===== config.mk =====
export PLATFORM = sky130hd
export DESIGN_NAME = demux_buf_flat
export DESIGN_NICKNAME = d
export VERILOG_FILES = /design/src/rtl/demux_buf_if.sv /design/src/rtl/demux_buf.sv /design/src/flat_wrapper.sv
export SDC_FILE = /design/constraint.sdc
export NUM_CORES = 1
export LEC_CHECK = 0
export CAP_MARGIN = 40
export CORE_MARGIN = 2
export CORE_UTILIZATION = 40
export CTS_CLUSTER_DIAMETER = 200
export CTS_CLUSTER_SIZE = 20
export DETAILED_ROUTE_END_ITERATION = 16
export DONT_BUFFER_PORTS = 1
export SYNTH_ARGS = -nofsm -noshare
export SYNTH_HDL_FRONTEND = slang
export SYNTH_SLANG_ARGS = --single-unit

===== constraint.sdc =====
create_clock -name clk -period 2.6 [get_ports clk]
set_input_delay 0.13 -clock clk [delete_from_list [all_inputs] [get_ports clk]]
set_output_delay 0.13 -clock clk [all_outputs]
set_load 0.05 [all_outputs]

===== src/rtl/demux_buf_if.sv =====
// demux_buf_if: producer/consumer bus for demux_buf; cnt_a/cnt_b exist only with DEMUX_CNT_EN.
interface demux_buf_if;
    logic       in_valid;
    logic       in_ready;
    logic [7:0] in_data;
    logic       in_sel;
    logic [8:0] a;
    logic [8:0] b;
    logic       pop_a;
    logic       pop_b;
`ifdef DEMUX_CNT_EN
    logic [7:0] cnt_a;
    logic [7:0] cnt_b;
`endif
    modport master (
        output in_valid, in_data, in_sel, pop_a, pop_b,
`ifdef DEMUX_CNT_EN
        input  cnt_a, cnt_b,
`endif
        input  in_ready, a, b
    );
    modport slave (
        input  in_valid, in_data, in_sel, pop_a, pop_b,
`ifdef DEMUX_CNT_EN
        output cnt_a, cnt_b,
`endif
        output in_ready, a, b
    );
endinterface


===== src/rtl/demux_buf.sv =====
// demux_buf: 1-to-2 demux into two independent register FIFOs with registered head outputs.
// Optional DEMUX_CNT_EN adds saturating per-channel accepted-word counters.
module demux_buf #(
    parameter int DEPTH = 4
) (
    input logic       clk,
    input logic       rst_n,
    demux_buf_if.slave bus
);
    localparam int AW = $clog2(DEPTH);
    localparam logic [AW:0] FULL = (AW+1)'(DEPTH);
    logic [7:0]  mem [2][DEPTH];
    logic [AW:0] rp [2];
    logic [AW:0] wp [2];
    logic [AW:0] occ [2];
    logic [1:0]  push;
    logic [1:0]  pop;
    logic        rdy;
    // Heads come straight from registers, so pop_a/pop_b never reach an output combinationally.
    always_comb begin
        rdy = occ[bus.in_sel] != FULL;
        push = {2{bus.in_valid & rdy}} & {bus.in_sel, ~bus.in_sel};
        pop = {bus.pop_b & (occ[1] != '0), bus.pop_a & (occ[0] != '0)};
        bus.a = (occ[0] != '0) ? {1'b1, mem[0][rp[0][AW-1:0]]} : 9'h000;
        bus.b = (occ[1] != '0) ? {1'b1, mem[1][rp[1][AW-1:0]]} : 9'h000;
    end
    assign bus.in_ready = rdy;
    always_ff @(posedge clk)
        for (int c = 0; c < 2; c++)
            if (push[c]) mem[c][wp[c][AW-1:0]] <= bus.in_data;
    always_ff @(posedge clk or negedge rst_n)
        if (!rst_n) begin
            for (int c = 0; c < 2; c++) begin
                rp[c]  <= '0;
                wp[c]  <= '0;
                occ[c] <= '0;
            end
        end else begin
            for (int c = 0; c < 2; c++) begin
                if (push[c]) wp[c] <= wp[c] + 1'b1;
                if (pop[c]) rp[c] <= rp[c] + 1'b1;
                occ[c] <= occ[c] + (AW+1)'(push[c]) - (AW+1)'(pop[c]);
            end
        end
`ifdef DEMUX_CNT_EN
    logic [7:0] cnt [2];
    always_ff @(posedge clk or negedge rst_n)
        if (!rst_n) begin
            for (int c = 0; c < 2; c++) cnt[c] <= '0;
        end else begin
            for (int c = 0; c < 2; c++) cnt[c] <= cnt[c] + 8'(push[c] && cnt[c] != 8'hFF);
        end
    assign bus.cnt_a = cnt[0];
    assign bus.cnt_b = cnt[1];
`endif
endmodule


===== src/flat_wrapper.sv =====
// flat-port wrapper written by rule: the top's interface ports become plain ports
module demux_buf_flat 
#(
    parameter int DEPTH = 4
)
  (clk, rst_n, bus_in_valid, bus_in_data, bus_in_sel, bus_pop_a, bus_pop_b, bus_in_ready, bus_a, bus_b);
  demux_buf_if bus_i ();
  input logic clk;
  input logic rst_n;
  input wire logic [$bits(bus_i.in_valid)-1:0] bus_in_valid;
  input wire logic [$bits(bus_i.in_data)-1:0] bus_in_data;
  input wire logic [$bits(bus_i.in_sel)-1:0] bus_in_sel;
  input wire logic [$bits(bus_i.pop_a)-1:0] bus_pop_a;
  input wire logic [$bits(bus_i.pop_b)-1:0] bus_pop_b;
  output wire logic [$bits(bus_i.in_ready)-1:0] bus_in_ready;
  output wire logic [$bits(bus_i.a)-1:0] bus_a;
  output wire logic [$bits(bus_i.b)-1:0] bus_b;
  assign bus_i.in_valid = bus_in_valid;
  assign bus_i.in_data = bus_in_data;
  assign bus_i.in_sel = bus_in_sel;
  assign bus_i.pop_a = bus_pop_a;
  assign bus_i.pop_b = bus_pop_b;
  assign bus_in_ready = bus_i.in_ready;
  assign bus_a = bus_i.a;
  assign bus_b = bus_i.b;
  demux_buf #(.DEPTH(DEPTH)) u_core (.clk(clk), .rst_n(rst_n), .bus(bus_i));
endmodule

# After elaboration in Yosys (flattened, before gate mapping)
# Memory sizes are Yosys's and may differ from the RTL's.
# Index checks and enable logic that the tools add are counted.
[totals]
register_bits = 18
ramBits = 64
input_bits = 14
elab_cells = 60
mem_count = 1
[memory_table]
columns = ["name", "depth", "word_bits", "read_ports", "rd_clocked_by_memory_dff", "write_ports", "line_no", "rtl"]
rows = [
  ["u_core.mem", 2, 32, 2, 0, 1, "demux_buf.sv:12", "logic [7:0] mem [2][DEPTH];"],
]
[classes]
add_sub_neg = 8
order_cmp = 7
n_eq_ne = 1
muxes = 22
bitwise_logic = 10
n_reduce_logical = 5
[ops]
columns = ["cell", "n"]
rows = [
  ["$mux W32", 4],
  ["$mux W8", 6],
  ["$bmux W8 S2", 2],
  ["$demux W8 S2", 2],
  ["$reduce_or A32 Y1", 1],
  ["$mux W9", 2],
  ["$add A3 B1 Y3 const B", 4],
  ["$ge A3 B3 Y1 const B", 4],
  ["$not A2 Y3", 4],
  ["$mux W3", 3],
  ["$add A3 B1 Y3", 2],
  ["$lt A3 B1 Y1 const B", 2],
  ["$reduce_bool A3 Y1", 2],
  ["$sub A3 B1 Y3", 2],
  ["$and A1 B1 Y1", 3],
  ["$mux W1", 3],
  ["$ne A3 B3 Y1 const B", 1],
  ["$and A2 B2 Y2", 1],
  ["$ge A2 B2 Y1 const B", 1],
  ["$logic_and A1 B1 Y1", 2],
  ["$not A1 Y2", 1],
  ["$not A1 Y1", 1],
]

# Logic depth before layout (Yosys ltp)
[depth]
ltp_word = 11
ltp_mapped = 9
ltp_nobuf = 9

# Least setup slack after synthesis
# No wires, ideal clock.
[synth_timing]
path_type = "register to register"
from = "reg u_core.occ[2] (netlist name)"
to = "reg u_core.occ[2] (netlist name)"
arrival_ns = 2.065
path_slack_ns = 0.411
stages_incl_launch_ff = 9
period_less_slack_ns = 2.189
path_cell_list = "dfrtp_1 -> or3_4 -> and2_4 -> ha_1 -> inv_1 -> ha_1 -> fa_1 -> xor2_1 -> xnor2_1"
[synth_via]
elab_cells_between_ends = 10
cone_classes = "add/sub: 2; eq/ne: 1; mux: 3; bitwise: 3; reduce/logical: 1"
[synth_lines]
columns = ["element", "line_no", "rtl"]
rows = [
  ["start: declaration", "demux_buf.sv:15", "logic [AW:0] occ [2];"],
  ["start signal: indexed assignment", "demux_buf.sv:42", "occ[c] <= occ[c] + (AW+1)'(push[c]) - (AW+1)'(pop[c]);"],
  ["$reduce_bool A3 Y1", "demux_buf.sv:23", "pop = {bus.pop_b & (occ[1] != '0), bus.pop_a & (occ[0] != '0)};"],
  ["$and A1 B1 Y1", "demux_buf.sv:23", ""],
  ["via u_core.pop[1]", "demux_buf.sv:17", "logic [1:0] pop;"],
  ["$sub A3 B1 Y3", "demux_buf.sv:42", ""],
]
# The timed path passes the listed nets, and every way through them passes these cells. The select of a mux whose other input is x is not followed.
# A chain may end at the register's enable or synchronous reset.

# Final worst setup path
[layout_timing]
from = "reg u_core.occ[5] (netlist name)"
to = "reg u_core.occ[5] (netlist name)"
# The elaborated chain is that of the path after synthesis.

==> results.md <==
* Area Overhead vs Synth at 14.0%
* Compound-Gate Fraction of Synth Area at 0.00456
* Clock Tree Buf Depth at 2
* Worst reg2reg path depth at 9
* Leak at 1.32 nW
* Post-synthesis mux area share at 0.116
* Sequential fraction of the synthesis area at 0.691
* Yosys cell types at 24
* Max FO, Critical Path at 3
* R2R Path Start: u_core.occ[5]
* Antenna diodes at 0
* Setup crit start kind: flip-flop
* Die Footprint at 8970 um2
* Slew Limit Fails at 0
* Synth Area in Simple Gates at 0.0753
* Share of Yosys cell area claimed by the top area cell type at 0.584
* Setup ws final at 0.285 ns
* Crit Path Category: reg2reg
* Max-Cap Viols at 0
* Core region area at 8090 um2
* Die height at 94.7 um
* Total iterations of the first detailed-routing run at 4
* CTS resizes at 0
* Critical Path Source: u_core.occ[5]
* Core Util, Final at 0.464
* Post-Syn Area per Cell at 18.8 um2
* Pre-CTS setup slack at 0.283 ns
* Syn. warnings at 0
* Num CTS Buffers at 9
* Largest net degree at the start of global routing at 15
* Final #Nets at 223
* DRC Markers at 0
* Clock skew at approximately 0.0063 ns
* Syn_nets at 203
* Post-route insts no fill at 305
* Critical path endpoint: u_core.occ[5]
* Fin crit share at 0.891
* Max frequency at 432 MHz
* CTS clk-pin slew, worst paths at 0.07 ns
* Initial Util at 0.406
* Sum of negative setup slack at 0 ns
* Post-Synth XOR/XNOR Area at 0.0266
* 1st-iter DRT viols at 50
* Routability cong. at 0.693
* Cell Count Post-Placement at roughly 280
* Largest cells by area after synthesis: edfxtp_1, mux4_2, dfrtp_1
* Crit path required time at about 2.9 ns
* Synth area leader: edfxtp_1
* Status: finished clean
* WHS at 0.0480 ns
* HP Class: in2reg
* CTS Sinks at 78
* Hpwl dp at 3780 um
* DR WL/cell at 18.3 um
* Via density at 4.90
* First-pass GRT wire length at 8860 um
* Slew HR at 0.578
* Via Count at 1,495
* Post-Synth Adder-Cell Area at 0.0578
* Post-detailed-route count of antenna-violating nets at 0
* Minimum clock period at 2.32 ns
* PortBufs at 0
* PD cells at 1230 nW/um2
* Vias in the first global route at around 1,700
* Final hold violation count at 0
* Top-Level Pins at 33
* Post-synthesis cell count at between 150 and 200
* Synth Register Bits at 78
* CTS tree: done
* Final setup fails at 0
* Layout cell share with drive strength beyond 1 at 0.200
* Row count at 33
* Initial antenna violation count at 0
* VDD IR max at 0.364 mV
* Unrepaired setup endpoints after global routing: false
* Worst-margin pin slew at around 0.63 ns
* Skew-Pair Late Insertion Delay at between 0.3 and 0.4 ns
* CP arrival at 2.57 ns
* Die width at approximately 95 um
* Hold_sp: bus_pop_a
* Endpoint class of the critical path: flip-flop
* H-tree depth at 3
* Total track usage at 0.137
* R2r setup slk at 0.28 ns
* Main combinational cell family by area after synthesis: multiplexers
* Reg2Reg Capture Point: u_core.occ[5]
* CTS Root Cell: clkbuf_8
* Routed Wire Length at ~5600 um
* Cell area after synthesis at 3290 um2
* GRT overflow at 0
==> synth_stat cells (all sizes together) <==
master	instances
inv	12
nor2	1
xnor2	7
nand3	2
or3	2
nor3b	2
nor2b	1
dfrtp	14
edfxtp	64
fa	2
mux2	2
a21oi	1
xor2	3
clkbuf	2
and2	26
a31oi	1
nand2	1
buf	4
ha	12
mux4	16
==> stage by stage <==
step	cell area, um2	total power, W
finish	3750	0.00461
global route	3750	0.00486
detailed placement	3390	0.00360
floorplan	3290	0.00337
CTS	3750	0.00468
global placement	3390	0.00349
==> cell type report <==
type,instances,area (um2)
repair buffers,15,143
clock inverters,7,113
well taps,105,131
clock buffers,9,124
inverters,12,45.0
flip-flops and latches,78,2270
multi-input cells,79,923
fillers,711,4340
==> where the power goes <==
group	total, W	internal, W	switching, W
logic	0.00171	0.000578	0.00114
clock network	0.00104	0.000631	0.000414
registers	0.00185	0.00159	0.000262
total	0.00461	0.00280	0.00181
==> logic make-up after synthesis <==
group | after synthesis
xor+xnor | 10
fa+ha+maj | 14
mux | 18
simple gates | 35
compound gates | 2
buf+inv | 18
flops | 78
==> timing repair <==
item                                   CTS  global route
hold buffers                            12             0
setup endpoints to repair                0             0
endpoints found under the hold margin   82             0
buffers inserted                         0             0
==> worst max-delay path, cell delays in order (launching register included) <==
cell and delay [ns]:
dfrtp_1 0.40, or3_1 0.38, and2_1 0.19, ha_1 0.31, inv_1 0.06, ha_1 0.14
inv_1 0.05, fa_1 0.38, xnor2_1 0.18, xnor2_1 0.14
==> layer usage <==
metal / wire, um / GRT usage / part of all wire / vias up
met3: 232 / 0.0383 / 0.042 / 4
li1: - / - / - / 684
met4: 56 / 0.0592 / 0.010 / 0
met2: 3030 / 0.235 / 0.54 / 29
met1: 2250 / 0.160 / 0.40 / 778
met5: 0 / 0 / 0 / -
==> registers in the layout (all words and copies together), names as in the netlist <==
| signal | count |
|---|---|
| u_core.occ | 6 |
| u_core.mem | 64 |
| u_core.rp | 4 |
| u_core.wp | 4 |
==> cells in the final DEF (no fill, tap or decap), drive strengths merged, types with 2 or more instances in the layout <==
| cell | count |
|---|---|
| dlygate4sd3 | 12 |
| ha | 12 |
| dfrtp | 14 |
| nand3 | 2 |
| buf | 3 |
| clkinv | 2 |
| inv | 12 |
| bufinv | 3 |
| xor2 | 3 |
| mux2 | 2 |
| xnor2 | 7 |
| or3 | 2 |
| mux4 | 16 |
| clkinvlp | 2 |
| nor3b | 2 |
| fa | 2 |
| clkbuf | 9 |
| and2 | 26 |
| edfxtp | 64 |
==> worst min path at each step <==
stage               endpoint  slack (ns)  cells after the start
6_report        u_core.rp[3]        0.05                      2
2_1_floorplan  u_core.occ[0]       -0.17                      0
3_3_place_gp   u_core.occ[3]       -0.17                      0
4_1_cts         u_core.rp[3]        0.03                      2
5_1_grt         u_core.rp[3]        0.04                      2
3_5_place_dp   u_core.occ[4]       -0.17                      0
No activity file was read; power rests on OpenSTA's default activity.
